[src/rtl/axis_pkg.sv]
// Shared types and helpers for the accumulator-to-DMA result packer.
package axis_pkg;

    localparam int DATA_W_DEFAULT = 32;

    // Per-byte keep value; every byte of every beat is valid.
    localparam logic KEEP_ALL = 1'b1;

    typedef enum logic {
        ST_EMPTY = 1'b0,
        ST_FULL  = 1'b1
    } out_state_t;

    function automatic int level_w(input int depth);
        return $clog2(depth) + 1;
    endfunction

endpackage

[src/rtl/sync_fifo.sv]
// Synchronous FIFO with wrap-bit pointers; supports any depth and a
// simultaneous read and write while full.
module sync_fifo
    import axis_pkg::*;
#(
    parameter int DEPTH = 15,
    parameter int WIDTH = DATA_W_DEFAULT,
    localparam int AW = (DEPTH > 1) ? $clog2(DEPTH) : 1,
    localparam int CW = level_w(DEPTH)
) (
    input  logic             clk,
    input  logic             rst_n,
    input  logic             clr,
    input  logic             wr_en,
    input  logic [WIDTH-1:0] wr_data,
    input  logic             rd_en,
    output logic [WIDTH-1:0] rd_data,
    output logic             full,
    output logic             empty,
    output logic [CW-1:0]    count
);

    logic [WIDTH-1:0] mem [DEPTH];
    logic [AW:0]      wr_ptr;
    logic [AW:0]      rd_ptr;
    logic             wr_ok;
    logic             rd_ok;

    // Index wraps at DEPTH (not a power of two in general); MSB flips on wrap.
    function automatic logic [AW:0] bump(input logic [AW:0] p);
        if (p[AW-1:0] == AW'(DEPTH - 1))
            return {~p[AW], {AW{1'b0}}};
        else
            return {p[AW], p[AW-1:0] + AW'(1)};
    endfunction

    assign full  = (wr_ptr[AW-1:0] == rd_ptr[AW-1:0]) && (wr_ptr[AW] != rd_ptr[AW]);
    assign empty = (wr_ptr == rd_ptr);
    assign wr_ok = wr_en && (!full || rd_en);
    assign rd_ok = rd_en && !empty;
    assign rd_data = mem[rd_ptr[AW-1:0]];

    always_comb begin
        if (wr_ptr[AW] == rd_ptr[AW])
            count = CW'(wr_ptr[AW-1:0]) - CW'(rd_ptr[AW-1:0]);
        else
            count = CW'(DEPTH) - CW'(rd_ptr[AW-1:0]) + CW'(wr_ptr[AW-1:0]);
    end

    always_ff @(posedge clk or negedge rst_n) begin
        if (!rst_n) begin
            wr_ptr <= '0;
            rd_ptr <= '0;
        end else if (clr) begin
            wr_ptr <= '0;
            rd_ptr <= '0;
        end else begin
            if (wr_ok) wr_ptr <= bump(wr_ptr);
            if (rd_ok) rd_ptr <= bump(rd_ptr);
        end
    end

    always_ff @(posedge clk) begin
        if (wr_ok && !clr) mem[wr_ptr[AW-1:0]] <= wr_data;
    end

endmodule

[src/rtl/axis_result_packer.sv]
// Buffers accumulator results and streams them to the S2MM channel in
// PKT_LEN-beat frames, with a frame-done interrupt and sticky drop flag.
module axis_result_packer
    import axis_pkg::*;
#(
    parameter int DATA_W     = DATA_W_DEFAULT,
    parameter int PKT_LEN    = 8,
    parameter int FIFO_DEPTH = 16
) (
    input  logic                            i_clk,
    input  logic                            i_rst,
    input  logic [DATA_W-1:0]               i_data,
    input  logic                            i_data_valid,
    input  logic                            i_flush,
    output logic [DATA_W-1:0]               m_axis_tdata,
    output logic [DATA_W/8-1:0]             m_axis_tkeep,
    output logic                            m_axis_tvalid,
    output logic                            m_axis_tlast,
    input  logic                            m_axis_tready,
    output logic                            o_intr,
    output logic                            o_overflow,
    output logic [level_w(FIFO_DEPTH)-1:0]  o_level
);

    localparam int LW    = level_w(FIFO_DEPTH);
    localparam int FW    = level_w(FIFO_DEPTH - 1);
    localparam int CNT_W = (PKT_LEN > 1) ? $clog2(PKT_LEN) : 1;

    out_state_t          state;
    out_state_t          state_n;
    logic [CNT_W-1:0]    cnt;
    logic                hs;
    logic                accept;
    logic                fifo_wr;
    logic                fifo_rd;
    logic                out_load;
    logic                bypass;
    logic                fifo_full;
    logic                fifo_empty;
    logic [FW-1:0]       fifo_count;
    logic [DATA_W-1:0]   fifo_rdata;

    sync_fifo #(
        .DEPTH (FIFO_DEPTH - 1),
        .WIDTH (DATA_W)
    ) u_fifo (
        .clk     (i_clk),
        .rst_n   (i_rst),
        .clr     (i_flush),
        .wr_en   (fifo_wr),
        .wr_data (i_data),
        .rd_en   (fifo_rd),
        .rd_data (fifo_rdata),
        .full    (fifo_full),
        .empty   (fifo_empty),
        .count   (fifo_count)
    );

    assign m_axis_tkeep  = {(DATA_W/8){KEEP_ALL}};
    assign m_axis_tvalid = (state == ST_FULL);
    assign m_axis_tlast  = m_axis_tvalid && (cnt == CNT_W'(PKT_LEN - 1));
    assign hs            = m_axis_tvalid && m_axis_tready;
    // FIFO full implies the output register is full too, so this is level < FIFO_DEPTH.
    assign accept        = i_data_valid && (!fifo_full || hs);
    assign o_level       = LW'(fifo_count) + LW'(m_axis_tvalid);

    always_ff @(posedge i_clk or negedge i_rst) begin
        if (!i_rst) state <= ST_EMPTY;
        else        state <= state_n;
    end

    always_comb begin
        state_n  = state;
        fifo_wr  = 1'b0;
        fifo_rd  = 1'b0;
        out_load = 1'b0;
        bypass   = 1'b0;
        if (i_flush) begin
            state_n = ST_EMPTY;
        end else if (state == ST_EMPTY || hs) begin
            if (!fifo_empty) begin
                fifo_rd  = 1'b1;
                fifo_wr  = accept;
                out_load = 1'b1;
                state_n  = ST_FULL;
            end else if (accept) begin
                // Nothing queued ahead: the new beat goes straight to the output.
                out_load = 1'b1;
                bypass   = 1'b1;
                state_n  = ST_FULL;
            end else begin
                state_n  = ST_EMPTY;
            end
        end else begin
            fifo_wr = accept;
        end
    end

    always_ff @(posedge i_clk or negedge i_rst) begin
        if (!i_rst)        m_axis_tdata <= '0;
        else if (out_load) m_axis_tdata <= bypass ? i_data : fifo_rdata;
    end

    always_ff @(posedge i_clk or negedge i_rst) begin
        if (!i_rst) begin
            cnt        <= '0;
            o_intr     <= 1'b0;
            o_overflow <= 1'b0;
        end else if (i_flush) begin
            cnt        <= '0;
            o_intr     <= 1'b0;
            o_overflow <= 1'b0;
        end else begin
            o_intr <= hs && m_axis_tlast;
            if (hs) cnt <= m_axis_tlast ? '0 : cnt + CNT_W'(1);
            if (i_data_valid && !accept) o_overflow <= 1'b1;
        end
    end

endmodule
[config.mk]
export PLATFORM = sky130hd
export DESIGN_NAME = axis_result_packer
export DESIGN_NICKNAME = d
export VERILOG_FILES = /design/src/rtl/axis_pkg.sv /design/src/rtl/sync_fifo.sv /design/src/rtl/axis_result_packer.sv
export SDC_FILE = /design/constraint.sdc
export NUM_CORES = 1
export LEC_CHECK = 0
export ABC_AREA = 1
export CAP_MARGIN = 10
export CORE_MARGIN = 1
export CORE_UTILIZATION = 58
export DETAILED_ROUTE_END_ITERATION = 8
export DONT_BUFFER_PORTS = 1
export PLACE_DENSITY = 0.78
export SLEW_MARGIN = 15
export SYNTH_ARGS = -nofsm -noshare
export SYNTH_HDL_FRONTEND = slang
export SYNTH_SLANG_ARGS = --single-unit
[constraint.sdc]
create_clock -name i_clk -period 8.85 [get_ports i_clk]
set_clock_uncertainty 0.1 [all_clocks]
set_input_delay 2.655 -clock i_clk [delete_from_list [all_inputs] [get_ports i_clk]]
set_output_delay 2.655 -clock i_clk [all_outputs]
set_load 0.02 [all_outputs]
==> results.md <==
- Total GRT Usage: 0.2770
- Req. time, crit path: 6.10 ns
- Initial antenna violation count: 0
- Die W: 198.1 um
- Crit path launch type: flop
- Gate Count Post-Synth: 2072
- Ant diodes: 0
- Largest cells by area after synthesis: edfxtp_1, nand2_1, nand3_1, dfrtp_1, inv_1
- Met3 wire len: between 4000 and 5000 um
- CTS Hold Bufs: 0
- DR top layer: met4
- Die Span Y: 198.1 um
- Crit path DAT: 4.10 ns
- Sw frac: 0.3302
- Part of the power in registers: 0.457
- FP Rows: 71
- Most common cell in the netlist: nand2_1
- # nets final: about 2100
- Num CTS Buffers: 51
- Routed length per instance: 20.22 um
- Synth warn: 0
- Setup Viol. Count Final: 0
- Share of layout cells above drive strength 1: 0.06561
- Hold depth: 2
- Maximum buffer depth of the clock tree: 3
- PortBufs: 0
- Post-DP HPWL: 26600 um
- Synth area leader: edfxtp_1
- Router iterations before antenna repair: 6
- Die area: 39240 sq um
- WL final: 52560 um
- I/O pins: 82
- Synth Flop Type: edfxtp_1
- Setup repair after global routing missed its margin: no
- Int Power: 4514 uW
- Fillers: 2755
- Status: finished clean
- # Post-CTS Setup Buffers: 0
- Final setup TNS: 0 ns
- Worst Slack Setup Final: 1.994 ns
- Clock sink total: about 530
- Pleak: roughly 0.0097 uW
- Wl on met1: 20410 um
- Vias per cell: between 5 and 6
- DRT antenna net count: 0
- Sw power: approximately 2200 uW
- Final period utilization: 0.7747
- Clock share of power: 0.313
- Number of global-route vias before repair: 14718
- Pre-CTS worst setup slack: 2.698 ns
- Core Region: 37760 sq um
- Gpl congestion: ~0.8
- Final Hold Vio Count: 0
- Final core occ: 0.6437
- Synth-to-layout area growth: 8.977%
- Worst skew pair latency: approximately 0.60 ns
- Sequential element share of the synthesized area: 0.7002
- CP max FO: 127
- Worst-Margin Slew: 1.204 ns
- Flops & latches, synth: 528
- Average cell area after synthesis: 10.76 sq um
- CTS tree: built
- Worst setup EP type: primary output
- Fin crit period: 6.856 ns
- Largest net degree at the start of global routing: 128
- Crit path kind: flop to primary output
- Power density over the cells: ~280 nW/um^2
- Clock transition at the registers of the reported paths: approximately 0.07 ns
- Post-synth top cells: nand2_1, edfxtp_1, nand3_1
- Highest clock rate: between 0.1 and 0.15 GHz
- Max_slew headroom: 0.1952
- Synth Cell Area: 22300 sq um
- Post-synth top area share: 0.6464
- VDD IR-drop max: just over 0.2 mV
- HP Class: flop to flop
- Design Power: 6740 uW
- Comb pwr share: 0.230
- Starting Density: 0.5907
- R2R cell count: 10
- Unique masters post-synth: 38
- Residual overflow from global routing: 0
- Slew Limit Fails: 0
- H-tree Lvls: 2
- Metal2 WL: 25460 um
- Number of synthesized flops with an enable pin: 480
- Via Count: 14864
- Post-Route Hold Slack: 0.4077 ns
- Iteration-0 DRC Markers: 1433
- Post-synth ARST share: 0.09091
- First-pass GRT wire length: 81260 um
- DRC: 0
- CTS Root Cell: clkbuf_16
- Cts repair resizes: 0
- Max Cap Viol: 0
worst max-delay path: stages, from the launching register on:
cell and delay, ns:
dfrtp_4 0.93, inv_6 0.51, ha_1 0.40, inv_1 0.09, fa_1 0.42, o21ai_0 0.24, ha_1 0.22, inv_1 0.05
nor2_1 0.20, nand3_1 0.14, nand2_1 0.08, nand2_1 0.14
flip-flops by register name, indices dropped and copies added, names as in the netlist:
| name | flops |
|---|---|
| u_fifo.mem | 480 |
| m_axis_tdata | 32 |
| u_fifo.rd_ptr | 5 |
| u_fifo.wr_ptr | 5 |
| cnt | 3 |
| m_axis_tvalid | 1 |
| o_intr | 1 |
| o_overflow | 1 |
cell usage in the layout, fill, tap and decap left out, types with 3 or more instances in the layout:
cell / instances
nand2_1: 862
edfxtp_1: 480
nand3_1: 254
inv_1: 115
o21ai_0: 56
clkbuf_16: 52
dfrtp_1: 46
a21oi_1: 37
nor2_1: 29
buf_4: 28
clkbuf_1: 16
nor3_2: 14
ha_1: 11
clkinv_1: 10
o21ai_1: 9
nand4_1: 5
clkinv_2: 5
inv_2: 4
nand2_2: 4
or2_2: 4
conb_1: 4
clkbuf_8: 4
nor3_1: 3
xor2_1: 3
inv_6: 3
bufinv_16: 3
layout make-up:
cell class | count | area [sq um] | share of cell area
Clock inverter | 23 | 206.4 | 0.008495
Clock buffer | 72 | 1416 | 0.05828
Sequential cell | 528 | 15620 | 0.6428
Inverter | 123 | 471.7 | 0.01941
Multi-Input combinational cell | 1314 | 5736 | 0.2360
Tap cell | 511 | 639.4 | 0.02631
Timing Repair Buffer | 28 | 210.2 | 0.008650
layer usage:
layer  up-vias  global-route usage
met5         -                   0
met4         0              0.1258
met3       132             0.05178
met2       734              0.4575
met1      7108              0.3583
li1       6890                   -
logic make-up after synthesis:
family	count (synthesis)	share of synthesized area
flops	528	0.7002
xor+xnor	4	0.001571
other cells	1	0.0001682
simple gates	1185	0.2183
compound gates	108	0.02497
buf+inv	233	0.04679
fa+ha+maj	13	0.007967
power groups by stage:
stage	Combinational, uW	Sequential [uW]	Clock [uW]
final	1550	3080	2110
after global routing	1760	3100	2240
after detailed placement	1530	3130	0
after floorplan	1260	3050	0
after CTS	1550	3080	2140
after global placement	1460	3130	0
per-stage QoR:
stage / area, sq um / std cells
after detailed placement: 22680 / 2504
after global placement: 22680 / 2504
after CTS: 24300 / 2599
after floorplan: 22310 / 2075
final: 24300 / 2599
after global routing: 24300 / 2599
final timing paths:
check / from / end / slack, ns
max: u_fifo.rd_ptr[0]$_DFFE_PN0P_ / o_level[4] / 1.99
min: cnt[1]$_DFFE_PN0P_ / cnt[1]$_DFFE_PN0P_ / 0.41
max reg2reg: u_fifo.rd_ptr[0]$_DFFE_PN0P_ / m_axis_tvalid$_DFFE_PN0P_ / 4.16
min reg2reg: cnt[1]$_DFFE_PN0P_ / cnt[1]$_DFFE_PN0P_ / 0.41
max in group asynchronous: i_rst / o_intr$_DFF_PN0_ / 6.88
min in group asynchronous: i_rst / m_axis_tdata[11]$_DFFE_PN0P_ / 1.65
(Power assumes the default switching activity.)
